$ cat config.mk
export PLATFORM = sky130hd
export DESIGN_NAME = keypad_scanner
export DESIGN_NICKNAME = d
export VERILOG_FILES = /design/src/rtl/keypad_scanner.sv
export SDC_FILE = /design/constraint.sdc
export NUM_CORES = 1
export LEC_CHECK = 0
export BUFFER_PORTS_ARGS = -buffer_cell sky130_fd_sc_hd__buf_2
export CAP_MARGIN = 20
export CORE_MARGIN = 5
export CORE_UTILIZATION = 45
export DETAILED_ROUTE_END_ITERATION = 16
export HOLD_SLACK_MARGIN = 0.15
export PLACE_DENSITY = 0.64
export SLEW_MARGIN = 30
export SYNTH_ARGS = -nofsm -noshare
export SYNTH_HDL_FRONTEND = slang
export SYNTH_SLANG_ARGS = --single-unit
$ cat constraint.sdc
create_clock -name clk -period 4.4 [get_ports clk]
set_input_delay 0.88 -clock clk [delete_from_list [all_inputs] [get_ports clk]]
set_output_delay 0.88 -clock clk [all_outputs]
set_load 0.01 [all_outputs]
$ cat src/rtl/keypad_scanner.sv
// keypad_scanner: row-strobed matrix keypad scanner with per-key debounce and a press-event FIFO.
// Optional feature: define KEYPAD_REPEAT_EN to auto-repeat the most recently pressed key.

module keypad_scanner #(
  parameter int ROWS         = 4,
  parameter int COLS         = 4,
  parameter int SCAN_DIV     = 50000,
  parameter int DEBOUNCE     = 8,
  parameter int FIFO_DEPTH   = 4,
  parameter int REPEAT_DELAY = 32,
  parameter int REPEAT_RATE  = 8,
  parameter int KEY_W        = (ROWS * COLS > 1) ? $clog2(ROWS * COLS) : 1
) (
  input  logic                   clk,
  input  logic                   rst_n,
  output logic [ROWS-1:0]        row_n,
  input  logic [COLS-1:0]        col_n,
  output logic [KEY_W-1:0]       key_code,
  output logic                   key_valid,
  input  logic                   key_ready,
  output logic [ROWS*COLS-1:0]   key_down,
  output logic                   overflow,
  input  logic                   ovf_clr
);

  localparam int NK   = ROWS * COLS;
  localparam int RW   = (ROWS > 1) ? $clog2(ROWS) : 1;
  localparam int CLW  = (COLS > 1) ? $clog2(COLS) : 1;
  localparam int DW   = $clog2(SCAN_DIV);
  localparam int DBW  = $clog2(DEBOUNCE + 1);
  localparam int PW   = $clog2(FIFO_DEPTH);
  localparam int CNTW = PW + 1;

  localparam logic [DW-1:0]  D_LAST  = DW'(SCAN_DIV - 1);
  localparam logic [DW-1:0]  D_LATCH = DW'(SCAN_DIV - COLS - 1);
  localparam logic [DW-1:0]  D_PROC0 = DW'(SCAN_DIV - COLS);
  localparam logic [RW-1:0]  R_LAST  = RW'(ROWS - 1);
  localparam logic [DBW-1:0] DB_LAST = DBW'(DEBOUNCE - 1);

  if (ROWS < 1 || COLS < 1 || SCAN_DIV < COLS + 4 || DEBOUNCE < 1 || FIFO_DEPTH < 2 ||
      (FIFO_DEPTH & (FIFO_DEPTH - 1)) != 0 || REPEAT_DELAY < 1 || REPEAT_RATE < 1 ||
      KEY_W < 1) begin : g_param_check
    $error("keypad_scanner: illegal parameter set");
  end

  logic [RW-1:0]    row_idx;
  logic [RW-1:0]    next_row;
  logic [DW-1:0]    dwell;
  logic [COLS-1:0]  col_s1;
  logic [COLS-1:0]  col_s2;
  logic [COLS-1:0]  sample;
  logic [DBW-1:0]   deb_cnt [NK];

  logic             proc_en;
  logic [CLW-1:0]   col_idx;
  logic [KEY_W-1:0] key_idx;
  logic             s_bit;
  logic             cur_down;
  logic [DBW-1:0]   cur_cnt;
  logic             disagree;
  logic             flip;
  logic             press_evt;

  logic             push_req;
  logic [KEY_W-1:0] push_code;
  logic             push;
  logic             pop;
  logic             full;
  logic [KEY_W-1:0] fifo_mem [FIFO_DEPTH];
  logic [PW-1:0]    wr_ptr;
  logic [PW-1:0]    rd_ptr;
  logic [CNTW-1:0]  count;

  // Row sequencer; row_n is registered so the pins never see decode glitches.
  assign next_row = (row_idx == R_LAST) ? '0 : row_idx + RW'(1);

  always_ff @(posedge clk or negedge rst_n) begin
    if (!rst_n) begin
      dwell   <= '0;
      row_idx <= '0;
      row_n   <= ~ROWS'(1);
    end else if (dwell == D_LAST) begin
      dwell   <= '0;
      row_idx <= next_row;
      row_n   <= ~(ROWS'(1) << next_row);
    end else begin
      dwell   <= dwell + DW'(1);
    end
  end

  always_ff @(posedge clk or negedge rst_n) begin
    if (!rst_n) begin
      col_s1 <= '1;
      col_s2 <= '1;
      sample <= '0;
    end else begin
      col_s1 <= col_n;
      col_s2 <= col_s1;
      if (dwell == D_LATCH) sample <= ~col_s2;
    end
  end

  // The last COLS cycles of each row dwell walk the columns, one key per cycle.
  assign proc_en   = (dwell >= D_PROC0);
  assign col_idx   = CLW'(dwell - D_PROC0);
  assign key_idx   = KEY_W'(row_idx) * KEY_W'(COLS) + KEY_W'(col_idx);
  assign s_bit     = sample[col_idx];
  assign cur_down  = key_down[key_idx];
  assign cur_cnt   = deb_cnt[key_idx];
  assign disagree  = proc_en && (s_bit != cur_down);
  assign flip      = disagree && (cur_cnt == DB_LAST);
  assign press_evt = flip && s_bit;

  always_ff @(posedge clk or negedge rst_n) begin
    if (!rst_n) begin
      key_down <= '0;
      for (int i = 0; i < NK; i++) deb_cnt[i] <= '0;
    end else if (proc_en) begin
      if (!disagree) begin
        deb_cnt[key_idx] <= '0;
      end else if (flip) begin
        deb_cnt[key_idx]  <= '0;
        key_down[key_idx] <= s_bit;
      end else begin
        deb_cnt[key_idx] <= cur_cnt + DBW'(1);
      end
    end
  end

`ifdef KEYPAD_REPEAT_EN
  // Auto-repeat tracker
  //   state     | meaning
  //   REP_IDLE  | no key tracked
  //   REP_DELAY | tracked key held, counting frame ends toward REPEAT_DELAY
  //   REP_RATE  | first repeat sent, counting frame ends toward REPEAT_RATE
  typedef enum logic [1:0] {REP_IDLE, REP_DELAY, REP_RATE} rep_state_t;

  localparam int REP_MAX = (REPEAT_DELAY > REPEAT_RATE) ? REPEAT_DELAY : REPEAT_RATE;
  localparam int FW      = $clog2(REP_MAX + 1);
  localparam logic [FW-1:0] F_DELAY = FW'(REPEAT_DELAY - 1);
  localparam logic [FW-1:0] F_RATE  = FW'(REPEAT_RATE - 1);

  rep_state_t       rep_state;
  rep_state_t       rep_next;
  logic [KEY_W-1:0] rep_key;
  logic [FW-1:0]    frm_cnt;
  logic             frame_end;
  logic             rep_release;
  logic             rep_due;
  logic             rep_push;

  assign frame_end   = (dwell == D_LAST) && (row_idx == R_LAST);
  assign rep_release = flip && !s_bit && (key_idx == rep_key);
  assign rep_due     = frame_end && (rep_state != REP_IDLE) &&
                       (frm_cnt == ((rep_state == REP_DELAY) ? F_DELAY : F_RATE));

  always_ff @(posedge clk or negedge rst_n) begin
    if (!rst_n) rep_state <= REP_IDLE;
    else        rep_state <= rep_next;
  end

  always_comb begin
    rep_next = rep_state;
    if (press_evt)        rep_next = REP_DELAY;
    else if (rep_release) rep_next = REP_IDLE;
    else if (rep_due)     rep_next = REP_RATE;
  end

  always_comb begin
    rep_push = 1'b0;
    if (rep_due && !press_evt && !rep_release) rep_push = 1'b1;
  end

  always_ff @(posedge clk or negedge rst_n) begin
    if (!rst_n) begin
      rep_key <= '0;
      frm_cnt <= '0;
    end else if (press_evt) begin
      rep_key <= key_idx;
      frm_cnt <= '0;
    end else if (frame_end && rep_state != REP_IDLE) begin
      frm_cnt <= rep_due ? '0 : frm_cnt + FW'(1);
    end
  end

  assign push_req  = press_evt || rep_push;
  assign push_code = press_evt ? key_idx : rep_key;
`else
  assign push_req  = press_evt;
  assign push_code = key_idx;
`endif

  // Event FIFO; a pop frees the slot in the same cycle, so push+pop on full both land.
  assign key_valid = (count != '0);
  assign full      = (count == CNTW'(FIFO_DEPTH));
  assign pop       = key_valid && key_ready;
  assign push      = push_req && (!full || pop);
  assign key_code  = fifo_mem[rd_ptr];

  always_ff @(posedge clk or negedge rst_n) begin
    if (!rst_n) begin
      wr_ptr <= '0;
      rd_ptr <= '0;
      count  <= '0;
      for (int i = 0; i < FIFO_DEPTH; i++) fifo_mem[i] <= '0;
    end else begin
      if (push) begin
        fifo_mem[wr_ptr] <= push_code;
        wr_ptr           <= wr_ptr + PW'(1);
      end
      if (pop) rd_ptr <= rd_ptr + PW'(1);
      if (push && !pop)      count <= count + CNTW'(1);
      else if (pop && !push) count <= count - CNTW'(1);
    end
  end

  always_ff @(posedge clk or negedge rst_n) begin
    if (!rst_n)                       overflow <= 1'b0;
    else if (push_req && full && !pop) overflow <= 1'b1;
    else if (ovf_clr)                 overflow <= 1'b0;
  end

endmodule

==> run_results.csv, run 1 <==
group,metric,value,unit
critical_path,crit_type,"flip-flop to flip-flop",
pwr,pwr_density_cell,343,nW/um^2
grt,grt_pass1_wl,25800,um
timing,setup_viol,0,
placement,numPortBuffers,33,
cells_and_area,layout-drive-gt1-share,32.7,%
grt,grt.total_usage,18.3,%
timing,fmax,0.267,GHz
synth,ys_top_cells_by_area,"dfrtp_1 46%, mux2_2 11%, mux4_2 6.9%, dfstp_2 4.2%, nand3_1 3.0%",
synth,synth_xor_area_share,2.43,%
synth,synth-simple-area-share,12.0,%
grt,antenna_found_initial,0,
synth,synth_ff_type,"dfrtp_1",
floorplan,die_w,133,um
floorplan,fp-row-count,45,
synth,yosys_warnings,0,
critical_path,crit_path_start_kind,"flip-flop",
synth,synth_top_area_cell,"dfrtp_1",
synth,synthArstFlopShare,100,%
drt,wire_per_inst,19.7,um
cells_and_area,seqCellArea,3470,sq um
grt,first_global_vias,4801,
floorplan,dieArea,17800,sq um
drt,routed_via_density,5.98,
drt,drt_iter0_drc,300,
timing,fin_skew,0.0144,ns
floorplan,ioPinCount,34,
drt,first_pass_iters,5,
synth,seq_area_frac_synth,50.6,%
timing,fin_hold_ws,0.355,ns
timing,max-slew-margin-rel,47.8,%
placement,place_area,7180,sq um
placement,post-place-cells,746,
cts,cts_tree,"done",
cts,clkTransAtPathRegs,0.06,ns
cts,clk_latency,0.42,ns
timing,worst_pin_slew,0.783,ns
outcome,outcome,"completed",
synth,ys_ff_latch,138,
timing,tns,0,ns
min_path,hp-class,"flip-flop to flip-flop",
cts,htreeDepth,4,
placement,hpwl,10700,um
synth,ys_top_cells_by_count,"127 x dfrtp_1, 66 x mux2_2, 41 x nand2_1, 41 x nand3_1, 33 x o21ai_0",
synth,yosysUniqueCellTypes,45,
cts,post-cts-setup-buffer-count,0,
timing,drv_slew,0,
timing,fin_crit_sh,85.0,%
cts,postCtsHoldBufs,0,
critical_path,end_kind,"flip-flop",
cells_and_area,antenna_cells,0,
cts,cts_root_buf,"clkbuf_16",
cells_and_area,instances_no_fill,778,
cts,cts.path.max_buffers,2,
synth,synth_top_family_by_area,"multiplexers",
grt,grt_max_degree,88,
drt,vias,4654,
synth,synth_top_cell_area_share,46.4,%
synth,yosys-mux-area-fraction,22.3,%
pwr,power,2.66,mW
synth,synth_edf_count,0,
synth,synth_fa_ha_area_share,2.85,%
cts,cts_num_sinks,138,
critical_path,required,4.75,ns
synth,synth_area,6850,sq um
cts,cts_resized,0,
cells_and_area,nFillCells,1311,
cts,numCtsBuffers,17,
synth,yosys.cell_count.top_type,"dfrtp_1",
floorplan,start_util,45.4,%
grt,overflow,0,
drt,wirelength,15300,um
pwr,leakagePower,3.56,nW
synth,netlist_instances,552,
synth,syn-num-nets,575,
cells_and_area,multiInputGateArea,3150,sq um
drt,drc,0,
synth,syn_area_per_cell,12.4,sq um
flow_run,drv_cap,0,
floorplan,core_area,15100,sq um
synth,synth_compound_area_share,6.18,%
timing,period_minus_slack,3.74,ns
cells_and_area,nets,600,
cells_and_area,fin_area,7740,sq um
cells_and_area,syn2layout_area_growth,13.1,%
critical_path,arrival,4.09,ns
floorplan,fp.dieH,133,um
pwr,ir_drop,0.273,mV
timing,finalHoldViolations,0,
timing,rsz0062_at_grt,"no",
drt,antenna_left,0,
critical_path,worstPathMaxFanout,31,
placement,place.gp.congestion,0.882,
[layout by cell type, fill, tap and decap left out, drive strengths merged]
cell      count
nand2        41
and2          5
o22ai         1
mux2         74
clkbuf       25
nor4         22
or4           2
o31ai        16
nand3        41
buf          50
xor2         11
dfrtp       127
a21oi         3
dfstp        11
mux2i        18
clkinvlp      2
and3          5
nor3          3
a211o         1
nor2b         5
nor4b         1
o21ai        33
or2           1
a22oi         4
a21o          1
nor2          8
xnor2         8
a22o          8
or3           4
bufinv        1
nand3b        1
ha           14
nand4b        2
fa            1
nand4         2
and4          4
clkinv        4
inv           8
mux4         21
or4b          1
[state kept, by name, summed over array words and instances (netlist names)]
signal,flops
row_n,4
row_idx,2
rd_ptr,2
overflow,1
col_s1,4
fifo_mem,16
wr_ptr,2
col_s2,4
count,3
sample,4
dwell,16
deb_cnt,64
key_down,16
[layout make-up]
| class | count | area share, % |
|---|---|---|
| repair buffers | 50 | 3.86 |
| inverters | 8 | 0.388 |
| well taps | 188 | 3.04 |
| clock buffers | 25 | 6.40 |
| multi-input cells | 362 | 40.7 |
| flip-flops and latches | 138 | 44.8 |
| clock inverters | 7 | 0.840 |
[worst max-delay path: stages (launching register included)]
cell	delay, ns
dfrtp_1	0.69
mux4_2	0.57
a22oi_1	0.21
nand3_1	0.16
ha_1	0.27
and2_1	0.17
a22oi_1	0.22
or2_2	0.19
buf_4	0.34
and4_1	0.59
mux2_2	0.26
[power breakdown]
part,leakage [nW],internal [mW],switching (mW),total [mW]
registers,1.87,1.28,0.000844,1.28
logic,1.42,0.00388,0.0255,0.0293
clock network,0.273,0.833,0.515,1.35
[worst paths after layout]
check / endpoint / slack, ns / startpoint / cells past startpoint
worst max-delay path: deb_cnt[1]$_DFFE_PN0P_ / 0.66 / dwell[0]$_DFF_PN0_ / 10
worst min-delay path: col_s2[1]$_DFF_PN1_ / 0.35 / col_s1[1]$_DFF_PN1_ / 0
worst max register to register: deb_cnt[1]$_DFFE_PN0P_ / 0.66 / dwell[0]$_DFF_PN0_ / 10
worst min register to register: col_s2[1]$_DFF_PN1_ / 0.35 / col_s1[1]$_DFF_PN1_ / 0
max in group asynchronous: deb_cnt[10]$_DFFE_PN0P_ / 2.98 / rst_n / 2
min in group asynchronous: dwell[5]$_DFF_PN0_ / 0.51 / rst_n / 1
[through the flow]
stage	util, %	setup WS, ns
global placement	47.6	0.750
detailed placement	47.6	0.651
CTS	51.3	0.631
floorplan	-	0.603
finish	51.3	0.660
global route	51.3	0.335
[cell families (layout without fill, tap and decap cells)]
group	after synthesis	in the layout
AOI/OAI and AO/OA	67	67
buffers and inverters	52	90
xor gates and xnor gates	19	19
DFF	138	138
muxes	113	113
adders and majority gates	15	15
and+or+nand+nor	148	148
[per-layer routing]
layer / vias to the layer above / global-route usage, % / wire length [um]
li1: 2088 / - / -
met1: 2420 / 25.1 / 6820
met2: 135 / 29.4 / 7540
met3: 11 / 4.42 / 808
met4: 0 / 5.14 / 159
met5: - / 0 / 0
No activity file was read; power rests on OpenSTA's default activity.
==> inputs of run 2 (changes only) <==
CELL_PAD_IN_SITES_DETAIL_PLACEMENT = 1   (was unset)
CELL_PAD_IN_SITES_GLOBAL_PLACEMENT = 1   (was unset)
PLACE_DENSITY = 0.74   (was 0.64)
==> run 2 against run 1 <==
Effect of this change:
- register-to-register slack worse by 0.17 ns
- critical path type unchanged
- critical path depth stayed put
- sequential share of layout area shrank 0.32 points
- final area increased by 0.73%
- utilization rose by 0.37 points
- maximum frequency is 4.3% lower
- worst setup slack got worse by 0.17 ns
- clock power up 14%
- first-iteration DRC count is 10% lower
- largest cell class unchanged
- wire length rose by 12%
- final cell count fell by 0.51%
==> run_results.csv, run 2 (synthesis gave the netlist of run 1 again) <==
group,metric,value,unit
outcome,outcome,"completed",
cells_and_area,largest_reg_flops,64,
pwr,sequentialPowerShare,44.9,%
floorplan,ioPinCount,34,
cells_and_area,nFillCells,1514,
cts,cts.path.max_buffers,2,
cts,cts_resized,0,
cts,htreeDepth,4,
cells_and_area,syn2layout_area_growth,13.9,%
grt,overflow,0,
pwr,p_sw,0.571,mW
timing,fin_skew,0.00931,ns
timing,tns,0,ns
grt,grt.total_usage,20.7,%
timing,period_minus_slack,3.91,ns
critical_path,arrival,4.27,ns
floorplan,start_util,45.4,%
pwr,leakagePower,3.57,nW
floorplan,dieArea,17800,sq um
grt,grt_pass1_wl,28900,um
cts,cts_num_sinks,138,
placement,numPortBuffers,33,
pwr,power_frac_clock,54.1,%
timing,setup_viol,0,
pwr,comb_power_share,1.0,%
drt,drc,0,
timing,max-slew-margin-rel,44.0,%
critical_path,rr_worst_depth,10,
critical_path,required,4.76,ns
cts,cts_root_buf,"clkbuf_16",
floorplan,fp-row-count,45,
pwr,p_int,2.27,mW
cts,postCtsHoldBufs,0,
cells_and_area,layout-drive-gt1-share,32.4,%
critical_path,crit_path_start_kind,"flip-flop",
timing,rsz0062_at_grt,"no",
critical_path,end_kind,"flip-flop",
timing,worst_pin_slew,0.841,ns
grt,first_global_vias,5123,
timing,fin_crit_sh,88.9,%
cts,clk_latency,0.42,ns
drt,antenna_left,0,
critical_path,timing.rr.end,"deb_cnt[49]$_DFFE_PN0P_",
timing,fmax,0.256,GHz
critical_path,r2r_setup_slack,0.49,ns
grt,antenna_found_initial,0,
critical_path,worstPathMaxFanout,31,
drt,wirelength,17200,um
placement,place.gp.congestion,0.815,
floorplan,die_w,133,um
grt,grt_max_degree,95,
min_path,hp-class,"flip-flop to flip-flop",
pwr,switching_share,20.1,%
cells_and_area,antenna_cells,0,
drt,first_pass_iters,4,
critical_path,startpoint,"dwell[0]$_DFF_PN0_",
cells_and_area,largest-register,"deb_cnt",
floorplan,fp.dieH,133,um
cts,numCtsBuffers,17,
min_path,min_from,"col_s1[2]$_DFF_PN1_",
drt,drt_iter0_drc,270,
timing,fin_hold_ws,0.353,ns
cts,post-cts-setup-buffer-count,0,
cells_and_area,nets,596,
cells_and_area,layout_common_cells,"127 x dfrtp_1, 66 x mux2_2, 41 x nand2_1, 41 x nand3_1, 33 x o21ai_0",
drt,vias,4576,
pwr,pwr_density_cell,365,nW/um^2
cts,cts_tree,"done",
critical_path,r2r_start,"dwell[0]$_DFF_PN0_",
cts,clkTransAtPathRegs,0.06,ns
critical_path,endpoint,"deb_cnt[49]$_DFFE_PN0P_",
timing,finalHoldViolations,0,
critical_path,crit_type,"flip-flop to flip-flop",
drt,routed_via_density,5.91,
cells_and_area,final_common_cell,"dfrtp_1",
flow_run,drv_cap,0,
pwr,ir_drop,0.249,mV
placement,hpwl,11900,um
drt,wire_per_inst,22.3,um
floorplan,core_area,15100,sq um
timing,drv_slew,0,
[run 2: cell types whose count changed in the layout (fill, tap and decap cells not counted), sizes merged]
cell	previous run	this run
buf	50	46
bufinv	1	4
clkbuf	25	22
clkinv	4	3
clkinvlp	2	3
[run 2: area by class of cell]
class                           instances  area [sq um]  share of cell area (%)
Multi-Input combinational cell        362          3150                    40.3
Tap cell                              188           235                    3.02
Sequential cell                       138          3470                    44.5
Clock buffer                           22           474                    6.08
Timing Repair Buffer                   46           282                    3.61
Inverter                                8          30.0                   0.385
Clock inverter                         10           165                    2.12
[run 2: worst min-delay path by stage]
stage	end	cells after the start
after floorplan	col_s2[0]$_DFF_PN1_	0
after global placement	col_s2[1]$_DFF_PN1_	0
after detailed placement	col_s2[1]$_DFF_PN1_	0
after global routing	col_s2[2]$_DFF_PN1_	0
final	col_s2[2]$_DFF_PN1_	0
after CTS	col_s2[2]$_DFF_PN1_	0
[run 2: routing by layer]
metal  track usage [%]  up-vias  routed length, um  share of wire, %
met4              8.51        0                440               2.6
met1              26.3     2367               7250                42
li1                  -     2066                  -                 -
met5                 0        -                  0                 0
met3              3.89       36                744               4.3
met2              35.0      107               8800                51
[run 2: power groups by stage]
stage	Clock, mW	Sequential (mW)	Combinational (mW)
finish	1.54	1.28	0.0291
global route	1.63	1.28	0.0349
CTS	1.56	1.28	0.0310
detailed placement	0	1.30	0.0309
global placement	0	1.30	0.0296
floorplan	0	1.30	0.0000173
[run 2: stage by stage]
step	std cells	utilization (%)	area [sq um]	worst slack [ns]	power [mW]
6_report	774	51.7	7800	0.490	2.84
5_1_grt	774	51.7	7800	0.198	2.94
4_1_cts	774	51.7	7800	0.485	2.87
3_5_place_dp	742	47.4	7160	0.534	1.33
3_3_place_gp	742	47.4	7160	0.679	1.33
2_1_floorplan	552	-	6850	0.603	1.30
[run 2: worst max-delay path, stage by stage (launching register included)]
cell and delay (ns):
dfrtp_1 0.75, mux4_2 0.58, a22oi_1 0.22, nand3_1 0.18
ha_1 0.26, and2_1 0.17, a22oi_1 0.25, or2_2 0.20
buf_4 0.35, and4_1 0.59, mux2_2 0.26
